## config.mk

```make
export PLATFORM = sky130hd
export DESIGN_NAME = ps2_kbd_ascii
export DESIGN_NICKNAME = d
export VERILOG_FILES = /design/src/rtl/ps2_kbd_ascii_pkg.sv /design/src/rtl/ps2_kbd_ascii_frame_rx.sv /design/src/rtl/ps2_kbd_ascii.sv
export SDC_FILE = /design/constraint.sdc
export NUM_CORES = 1
export LEC_CHECK = 0
export ABC_AREA = 1
export CORE_MARGIN = 2
export CORE_UTILIZATION = 25
export DETAILED_ROUTE_END_ITERATION = 8
export SLEW_MARGIN = 20
export SYNTH_ARGS = -nofsm -noshare
export SYNTH_HDL_FRONTEND = slang
export SYNTH_HIERARCHICAL = 1
export SYNTH_SLANG_ARGS = --single-unit
```

## constraint.sdc

```tcl
create_clock -name clk -period 3.9 [get_ports clk]
set_clock_uncertainty 0.2 [all_clocks]
set_input_delay 0.78 -clock clk [delete_from_list [all_inputs] [get_ports clk]]
set_output_delay 0.78 -clock clk [all_outputs]
set_load 0.01 [all_outputs]
```

## src/rtl/ps2_kbd_ascii_pkg.sv

```systemverilog
// Shared constants, decoder states and the scan-code-set-2 to ASCII lookup
// used by the PS/2 keyboard front end.
package ps2_pkg;

    localparam logic [7:0] PS2_BRK = 8'hF0;
    localparam logic [7:0] PS2_EXT = 8'hE0;

    typedef enum logic [1:0] {
        IDLE,
        BRK,
        EXT,
        EXT_BRK
    } dec_state_t;

    // Letters map to uppercase only; anything not listed is treated as unmapped (0).
    function automatic logic [7:0] ascii_of(input logic [7:0] code);
        logic [7:0] a;
        a = 8'h00;
        case (code)
            8'h1C: a = 8'h41;
            8'h32: a = 8'h42;
            8'h21: a = 8'h43;
            8'h23: a = 8'h44;
            8'h24: a = 8'h45;
            8'h2B: a = 8'h46;
            8'h34: a = 8'h47;
            8'h33: a = 8'h48;
            8'h43: a = 8'h49;
            8'h3B: a = 8'h4A;
            8'h42: a = 8'h4B;
            8'h4B: a = 8'h4C;
            8'h3A: a = 8'h4D;
            8'h31: a = 8'h4E;
            8'h44: a = 8'h4F;
            8'h4D: a = 8'h50;
            8'h15: a = 8'h51;
            8'h2D: a = 8'h52;
            8'h1B: a = 8'h53;
            8'h2C: a = 8'h54;
            8'h3C: a = 8'h55;
            8'h2A: a = 8'h56;
            8'h1D: a = 8'h57;
            8'h22: a = 8'h58;
            8'h35: a = 8'h59;
            8'h1A: a = 8'h5A;
            8'h45: a = 8'h30;
            8'h16: a = 8'h31;
            8'h1E: a = 8'h32;
            8'h26: a = 8'h33;
            8'h25: a = 8'h34;
            8'h2E: a = 8'h35;
            8'h36: a = 8'h36;
            8'h3D: a = 8'h37;
            8'h3E: a = 8'h38;
            8'h46: a = 8'h39;
            8'h29: a = 8'h20;
            default: a = 8'h00;
        endcase
        return a;
    endfunction

endpackage

```

## src/rtl/ps2_kbd_ascii_frame_rx.sv

```systemverilog
// PS/2 frame receiver: synchronises the keyboard lines, assembles 11-bit frames
// and reports each good byte or a framing/parity/timeout error as a 1-cycle pulse.
module ps2_frame_rx #(
    parameter int TIMEOUT_CYC = 25000
) (
    input  logic       clk,
    input  logic       rst_n,
    input  logic       ps2_clk,
    input  logic       ps2_data,
    output logic [7:0] rx_byte,
    output logic       rx_valid,
    output logic       rx_err
);

    localparam int IDLE_W = $clog2(TIMEOUT_CYC + 1);

    logic [2:0]        r_clk_sync;
    logic [2:0]        r_data_sync;
    logic [3:0]        r_bit_cnt;
    logic [7:0]        r_shift;
    logic              r_parity;
    logic [IDLE_W-1:0] r_idle_cnt;
    logic [7:0]        r_rx_byte;
    logic              r_rx_valid;
    logic              r_rx_err;
    logic              w_fall;
    logic              w_bit;

    // Idle lines are high, so the synchronisers reset to 1 to avoid a false edge.
    always_ff @(posedge clk or negedge rst_n) begin
        if (!rst_n) begin
            r_clk_sync  <= 3'b111;
            r_data_sync <= 3'b111;
        end else begin
            r_clk_sync  <= {r_clk_sync[1:0], ps2_clk};
            r_data_sync <= {r_data_sync[1:0], ps2_data};
        end
    end

    assign w_fall = r_clk_sync[2] & ~r_clk_sync[1];
    assign w_bit  = r_data_sync[2];

    always_ff @(posedge clk or negedge rst_n) begin
        if (!rst_n) begin
            r_bit_cnt  <= 4'd0;
            r_shift    <= 8'h00;
            r_parity   <= 1'b0;
            r_idle_cnt <= '0;
            r_rx_byte  <= 8'h00;
            r_rx_valid <= 1'b0;
            r_rx_err   <= 1'b0;
        end else begin
            r_rx_valid <= 1'b0;
            r_rx_err   <= 1'b0;
            if (w_fall) begin
                r_idle_cnt <= '0;
                case (r_bit_cnt)
                    4'd0: begin
                        if (!w_bit) begin
                            r_bit_cnt <= 4'd1;
                        end
                    end
                    4'd9: begin
                        r_parity  <= w_bit;
                        r_bit_cnt <= 4'd10;
                    end
                    4'd10: begin
                        r_bit_cnt <= 4'd0;
                        if (w_bit && (^{r_shift, r_parity})) begin
                            r_rx_byte  <= r_shift;
                            r_rx_valid <= 1'b1;
                        end else begin
                            r_rx_err <= 1'b1;
                        end
                    end
                    default: begin
                        r_shift   <= {w_bit, r_shift[7:1]};
                        r_bit_cnt <= r_bit_cnt + 4'd1;
                    end
                endcase
            end else if (r_bit_cnt != 4'd0) begin
                // A keyboard that stops clocking mid-frame must not wedge the receiver.
                if (r_idle_cnt == IDLE_W'(TIMEOUT_CYC - 1)) begin
                    r_bit_cnt  <= 4'd0;
                    r_idle_cnt <= '0;
                    r_rx_err   <= 1'b1;
                end else begin
                    r_idle_cnt <= r_idle_cnt + IDLE_W'(1);
                end
            end else begin
                r_idle_cnt <= '0;
            end
        end
    end

    assign rx_byte  = r_rx_byte;
    assign rx_valid = r_rx_valid;
    assign rx_err   = r_rx_err;

endmodule

```

## src/rtl/ps2_kbd_ascii.sv

```systemverilog
// PS/2 keyboard front end: frame receiver, byte FIFO and make/break decoder that
// presents the ASCII code of the held key as a level for polling consumers.
module ps2_kbd_ascii
    import ps2_pkg::*;
#(
    parameter int TIMEOUT_CYC = 25000,
    parameter int FIFO_DEPTH  = 8
) (
    input  logic       clk,
    input  logic       rst_n,
    input  logic       ps2_clk,
    input  logic       ps2_data,
    output logic [7:0] kbdata,
    output logic [7:0] scancode,
    output logic       key_valid,
    output logic       frame_err,
    output logic       overflow
);

    localparam int ADDR_W = $clog2(FIFO_DEPTH);
    localparam int PTR_W  = ADDR_W + 1;

    logic [7:0]       w_rx_byte;
    logic             w_rx_valid;
    logic             w_rx_err;

    logic [7:0]       r_mem [FIFO_DEPTH];
    logic [PTR_W-1:0] r_wr_ptr;
    logic [PTR_W-1:0] r_rd_ptr;
    logic             r_overflow;
    logic             w_empty;
    logic             w_full;
    logic             w_push;
    logic             w_pop;
    logic [7:0]       w_rd_data;

    dec_state_t       r_state;
    dec_state_t       w_state_nxt;
    logic [7:0]       r_kbdata;
    logic [7:0]       r_held;
    logic [7:0]       r_scancode;
    logic             r_key_valid;
    logic [7:0]       w_kbdata_nxt;
    logic [7:0]       w_held_nxt;
    logic             w_key_valid_nxt;
    logic [7:0]       w_ascii;

    ps2_frame_rx #(
        .TIMEOUT_CYC(TIMEOUT_CYC)
    ) u_frame_rx (
        .clk      (clk),
        .rst_n    (rst_n),
        .ps2_clk  (ps2_clk),
        .ps2_data (ps2_data),
        .rx_byte  (w_rx_byte),
        .rx_valid (w_rx_valid),
        .rx_err   (w_rx_err)
    );

    // Pointers carry one extra wrap bit so full and empty are distinguishable.
    assign w_empty   = (r_wr_ptr == r_rd_ptr);
    assign w_full    = (r_wr_ptr[ADDR_W-1:0] == r_rd_ptr[ADDR_W-1:0]) &&
                       (r_wr_ptr[ADDR_W] != r_rd_ptr[ADDR_W]);
    assign w_pop     = ~w_empty;
    assign w_push    = w_rx_valid & (~w_full | w_pop);
    assign w_rd_data = r_mem[r_rd_ptr[ADDR_W-1:0]];

    always_ff @(posedge clk) begin
        if (w_push) begin
            r_mem[r_wr_ptr[ADDR_W-1:0]] <= w_rx_byte;
        end
    end

    always_ff @(posedge clk or negedge rst_n) begin
        if (!rst_n) begin
            r_wr_ptr   <= '0;
            r_rd_ptr   <= '0;
            r_overflow <= 1'b0;
        end else begin
            if (w_push) begin
                r_wr_ptr <= r_wr_ptr + PTR_W'(1);
            end
            if (w_pop) begin
                r_rd_ptr <= r_rd_ptr + PTR_W'(1);
            end
            if (w_rx_valid && w_full && !w_pop) begin
                r_overflow <= 1'b1;
            end
        end
    end

    always_ff @(posedge clk or negedge rst_n) begin
        if (!rst_n) begin
            r_state     <= IDLE;
            r_kbdata    <= 8'h00;
            r_held      <= 8'h00;
            r_scancode  <= 8'h00;
            r_key_valid <= 1'b0;
        end else begin
            r_state     <= w_state_nxt;
            r_kbdata    <= w_kbdata_nxt;
            r_held      <= w_held_nxt;
            r_key_valid <= w_key_valid_nxt;
            if (w_pop) begin
                r_scancode <= w_rd_data;
            end
        end
    end

    // The held code is remembered so only the break of that same key clears kbdata.
    always_comb begin
        w_state_nxt     = r_state;
        w_kbdata_nxt    = r_kbdata;
        w_held_nxt      = r_held;
        w_key_valid_nxt = 1'b0;
        w_ascii         = ascii_of(w_rd_data);
        if (w_pop) begin
            case (r_state)
                IDLE: begin
                    if (w_rd_data == PS2_BRK) begin
                        w_state_nxt = BRK;
                    end else if (w_rd_data == PS2_EXT) begin
                        w_state_nxt = EXT;
                    end else if (w_ascii != 8'h00) begin
                        w_kbdata_nxt    = w_ascii;
                        w_held_nxt      = w_rd_data;
                        w_key_valid_nxt = 1'b1;
                    end
                end
                BRK: begin
                    if (w_rd_data == r_held) begin
                        w_kbdata_nxt = 8'h00;
                    end
                    w_state_nxt = IDLE;
                end
                EXT: begin
                    w_state_nxt = (w_rd_data == PS2_BRK) ? EXT_BRK : IDLE;
                end
                EXT_BRK: begin
                    w_state_nxt = IDLE;
                end
                default: begin
                    w_state_nxt = IDLE;
                end
            endcase
        end
    end

    assign kbdata    = r_kbdata;
    assign scancode  = r_scancode;
    assign key_valid = r_key_valid;
    assign frame_err = w_rx_err;
    assign overflow  = r_overflow;

endmodule

```

==> reports/metrics.sh <==
DRV.MAX_CAP_VIOLATION_COUNT=0
SYNTH-SEQ-AREA-SHARE=0.5133
CRITPATHMAXFANOUT=15
SYNTH_TOP_FAMILY_BY_AREA='simple AND/OR/NAND/NOR gates'
ANTENNA_DIODE_INSTANCE_COUNT=0
BUFFERS_ADDED_ON_PORTS=21
DESIGN.DIE.AREA_UM2=31850
MET3_WIRELENGTH_UM=636
TRITONCTS='done'
DR.PASS1.ITERS=4
ROW_COUNT=63
TRITONCTS_NUM_SINKS=143
FINAL_SUM_OF_NEGATIVE_SETUP_SLACK_PS=0
FLOORPLAN.IO_PINS=23
CTSHOLDBUFFERS=0
DRIVE_GT1_FRAC=0.1408
SYNTH_TO_FINAL_AREA_CHANGE_PCT=14.29
WIRELENGTH_MET1_UM=7632
MAPPEDNETLISTNETS=882
VIASPERCELL=4.360
GRT_PASS1_WL_UM=26750
SYNTH_COMPOUND_GATE_AREA_SHARE=0.06593
TIMING.SLEW.HEADROOM=0.3289
NUMCTSBUFFERS=17
WIRE_PER_INST_UM=12.39
CLOCK.FMAX_MHz=293.1
POSTSYNTH.ASYNCRESETSHARE=0.5524
MET2ROUTEDLENGTH_UM=7462
POST-ROUTE-DRC-COUNT=0
CTS.REPAIR.RESIZED=0
CRIT_REQUIRED_PS=4040
INITIAL_UTILIZATION=0.2554
YOSYSWARNINGCOUNT=6
LEAKAGEPOWER_nW=3.806
SYNTH_TOP_FLOP_CELL='sky130_fd_sc_hd__dfrtp_1'
SETUP.WORST_PATH.CLASS='reg -> reg'
WORST_EP_ARRIVAL_TIME_PS=3550
TIMING.HOLD.WORST.CLASS='reg -> reg'
FLOORPLAN_CORE_AREA_UM2=29800
POST-CTS-SETUP-BUFFERS=0
CTS.CLK_SLEW.WORST_PATHS_PS=60
PLACE.DETAILED.HPWL_UM=10870
DETAILED_ROUTE_VIA_COUNT=5603
NUMBER_OF_GLOBAL_ROUTE_VIAS_BEFORE_REPAIR=5275
GRT_SETUP_UNREPAIRED='false'
SYN-INSTANCE-COUNT=864
GRT_UTIL_ALL_LAYERS=0.1063
DETAIL_ROUTE.ITER0.VIOLATIONS=520
PLACE.GP.CONGESTION=0.8644
NETLIST-CELL-TYPE-COUNT=48
YOSYS.AREA_SHARE.XOR_XNOR=0.01957
H_TREE_DEPTH=4
FLOORPLAN.DIE.WIDTH_UM=178.5
TIMING_HOLD_VIOLATIONS_FINAL=0
HOLDWS_PS=156.7
POWER.DENSITY_CELL_AREA_nW_PER_UM2=902.7
RRSETUPSLACK_PS=490
FINALMAXSLEWVIOLATIONS=0
INSERTION_DELAY_PS=420
LAYOUT.NETS=900
WL_UM=15920
NUMBER_OF_ENABLE_FLIP_FLOP_CELLS_AFTER_SYNTHESIS=64
ADDER_CELL_SHARE_OF_THE_SYNTHESIZED_AREA=0.02302
ANTENNA_VIOLATING_NETS_POST_ROUTE=0
TOPROUTINGLAYERUSED='met4'
SYNTH.MUX.AREA_FRACTION=0.001480
OUTCOME='complete, no violations'
COMB_POWER_SHARE=0.529
SWSHARE=0.4721
ANTENNA_FOUND_INITIAL=0
MAPPEDNETLISTAREA_UM2=7610
PWR-SHARE-SEQ=0.269
POWER.IR.VDD_WORST_mV=0.3558
LAYOUT_MIN_CYCLE_TIME_PS=3412
END_KIND='flip-flop'
SETUP_VIOLATIONS=0
GRT_MAX_DEGREE=61
DIE_H_UM=178.5
WORST-SLEW-PIN-TRANSITION_PS=1003
POST_SYNTHESIS_REGISTER_BIT_COUNT=143
GLOBALROUTE.TOTALOVERFLOW=0
POWER_REPORT.INTERNAL_TOTAL_W=0.004145
START_KIND='flip-flop'
SWITCHING_COMPONENT_OF_THE_POWER_W=0.003706
SYNTHESIS.AREA_PER_INSTANCE_UM2=8.808
DP.CELLS=1253
TIMING.FINAL.CRIT_SHARE=0.8748
CLOCK-ROOT-BUFFER='sky130_fd_sc_hd__clkbuf_16'
CLOCK_SHARE_OF_POWER=0.201
SYNTH_SIMPLE_GATE_AREA_SHARE=0.2999
FINAL_CELLS=1285
CLOCK_PATH_BUFFERS=2
[routing by layer]
metal	vias up	GRT usage
li1	2864	-
met1	2600	0.1401
met2	122	0.1729
met3	17	0.02664
met4	0	0.02913
met5	-	0
[critical path: stages, from the launching register on]
cell                      delay, ps
sky130_fd_sc_hd__dfrtp_1        770
sky130_fd_sc_hd__inv_2          300
sky130_fd_sc_hd__nand3_1        180
sky130_fd_sc_hd__nand2_2        170
sky130_fd_sc_hd__ha_1           260
sky130_fd_sc_hd__nor2_1         150
sky130_fd_sc_hd__inv_1           60
sky130_fd_sc_hd__nand2_1         60
sky130_fd_sc_hd__nand3_1        100
sky130_fd_sc_hd__nand2_1        110
sky130_fd_sc_hd__nand2_1         50
sky130_fd_sc_hd__nand3_1         80
sky130_fd_sc_hd__nand2_1         50
sky130_fd_sc_hd__nand2_1        110
sky130_fd_sc_hd__nand2_1        100
sky130_fd_sc_hd__nor2_4         130
sky130_fd_sc_hd__nand2_2         80
sky130_fd_sc_hd__nand2_4        190
sky130_fd_sc_hd__nand2_1        100
sky130_fd_sc_hd__o21ai_2         70
[area by class of cell]
type / count / area (um^2)
flip-flops and latches: 143 / 3906
fillers: 3128 / 21100
multi-input cells: 603 / 3123
repair buffers: 25 / 250.2
clock inverters: 14 / 147.6
clock buffers: 18 / 429.2
inverters: 92 / 352.8
well taps: 390 / 488.0
[path summary, 6_finish.rpt]
kind	cells after the start	endpoint	start
setup / recovery	19	r_held[3]	r_rd_ptr[2]
hold reg to reg	0	u_frame_rx/r_data_sync[2]	u_frame_rx/r_data_sync[1]
max in group asynchronous	2	r_held[2]	rst_n
min in group asynchronous	1	kbdata[3]	rst_n
hold / removal	0	u_frame_rx/r_data_sync[2]	u_frame_rx/r_data_sync[1]
setup reg to reg	19	r_held[3]	r_rd_ptr[2]
[cells by family after synthesis]
| group | Yosys count |
|---|---|
| AOI/OAI and AO/OA | 87 |
| xor gates and xnor gates | 17 |
| adders and majority gates | 14 |
| buffers and inverters | 118 |
| DFF | 143 |
| muxes | 1 |
| other | 1 |
| and+or+nand+nor | 483 |
[Yosys cell counts (2+ instances only)]
cell type	n	area [um^2]
sky130_fd_sc_hd__nand2_2	19	118.9
sky130_fd_sc_hd__inv_2	16	60.06
sky130_fd_sc_hd__o221ai_1	2	17.52
sky130_fd_sc_hd__o21ai_0	30	150.1
sky130_fd_sc_hd__xnor2_1	5	43.79
sky130_fd_sc_hd__buf_6	10	112.6
sky130_fd_sc_hd__dfrtp_1	73	1827
sky130_fd_sc_hd__nand2_4	7	78.83
sky130_fd_sc_hd__o211ai_1	3	22.52
sky130_fd_sc_hd__nor3_1	3	15.01
sky130_fd_sc_hd__o21ai_1	18	90.09
sky130_fd_sc_hd__nor2_1	74	277.8
sky130_fd_sc_hd__nor2_8	2	40.04
sky130_fd_sc_hd__buf_4	5	37.54
sky130_fd_sc_hd__clkbuf_1	2	7.510
sky130_fd_sc_hd__ha_1	14	175.2
sky130_fd_sc_hd__edfxtp_1	64	1922
sky130_fd_sc_hd__nor2_2	5	31.28
sky130_fd_sc_hd__nor3_2	2	20.02
sky130_fd_sc_hd__nand3_1	67	335.3
sky130_fd_sc_hd__nand2_1	259	972.2
sky130_fd_sc_hd__inv_1	73	274.0
sky130_fd_sc_hd__o22ai_1	2	12.51
sky130_fd_sc_hd__o21ai_2	9	78.83
sky130_fd_sc_hd__buf_2	7	35.03
sky130_fd_sc_hd__nand3_4	3	52.55
sky130_fd_sc_hd__dfstp_2	6	157.7
sky130_fd_sc_hd__o31ai_1	2	15.01
sky130_fd_sc_hd__xor2_1	12	105.1
sky130_fd_sc_hd__nor2_4	4	45.04
sky130_fd_sc_hd__a21oi_1	18	90.09
sky130_fd_sc_hd__nand4_1	23	143.9
sky130_fd_sc_hd__nand3_2	9	90.09
sky130_fd_sc_hd__a21oi_2	2	17.52
[through the flow]
step	utilization	total power (W)	setup WS, ps	instance area (um^2)
after floorplan	-	0.005574	1086	7610
after global placement	0.2725	0.006260	608.6	8120
after detailed placement	0.2725	0.006279	545.1	8120
after CTS	0.2919	0.007889	524.7	8697
after global routing	0.2919	0.008516	162.1	8697
final	0.2919	0.007851	488.2	8697
[registers in the layout, summed over array words and instances (netlist names)]
register / cells
u_frame_rx/rx_err: 1
u_frame_rx/r_shift: 8
r_mem: 64
key_valid: 1
u_frame_rx/r_data_sync: 3
u_frame_rx/r_bit_cnt: 4
r_rd_ptr: 4
overflow: 1
kbdata: 7
scancode: 8
u_frame_rx/r_clk_sync: 3
u_frame_rx/r_idle_cnt: 15
r_held: 8
u_frame_rx/rx_byte: 8
u_frame_rx/r_parity: 1
r_wr_ptr: 4
r_state: 2
u_frame_rx/rx_valid: 1
[power groups by stage]
stage               sequential, W  clock [W]  combinational [W]
floorplan                 0.00209          0            0.00349
global placement          0.00214          0            0.00412
detailed placement        0.00214          0            0.00414
CTS                       0.00211    0.00162            0.00416
global route              0.00215    0.00168            0.00468
finish                    0.00211    0.00158            0.00416
[placed cells by master, fill, tap and decap left out, drive strengths merged, types with 2 or more instances in the layout]
| master | Yosys | final |
|---|---|---|
| nand2 | 285 | 285 |
| inv | 91 | 98 |
| nor2 | 85 | 85 |
| nand3 | 79 | 79 |
| dfrtp | 73 | 73 |
| edfxtp | 64 | 64 |
| o21ai | 57 | 57 |
| nand4 | 24 | 24 |
| clkdlybuf4s50 | 0 | 20 |
| a21oi | 20 | 20 |
| clkbuf | 2 | 18 |
| ha | 14 | 14 |
| xor2 | 12 | 12 |
| dfstp | 6 | 6 |
| xnor2 | 5 | 5 |
| buf | 24 | 5 |
| nor3 | 5 | 5 |
| clkinv | 1 | 4 |
| o211ai | 3 | 3 |
| clkinvlp | 0 | 3 |
| o221ai | 2 | 2 |
| o31ai | 2 | 2 |
| o22ai | 2 | 2 |
| or2 | 2 | 2 |
Note: power is estimated with default switching activity, not from simulation.
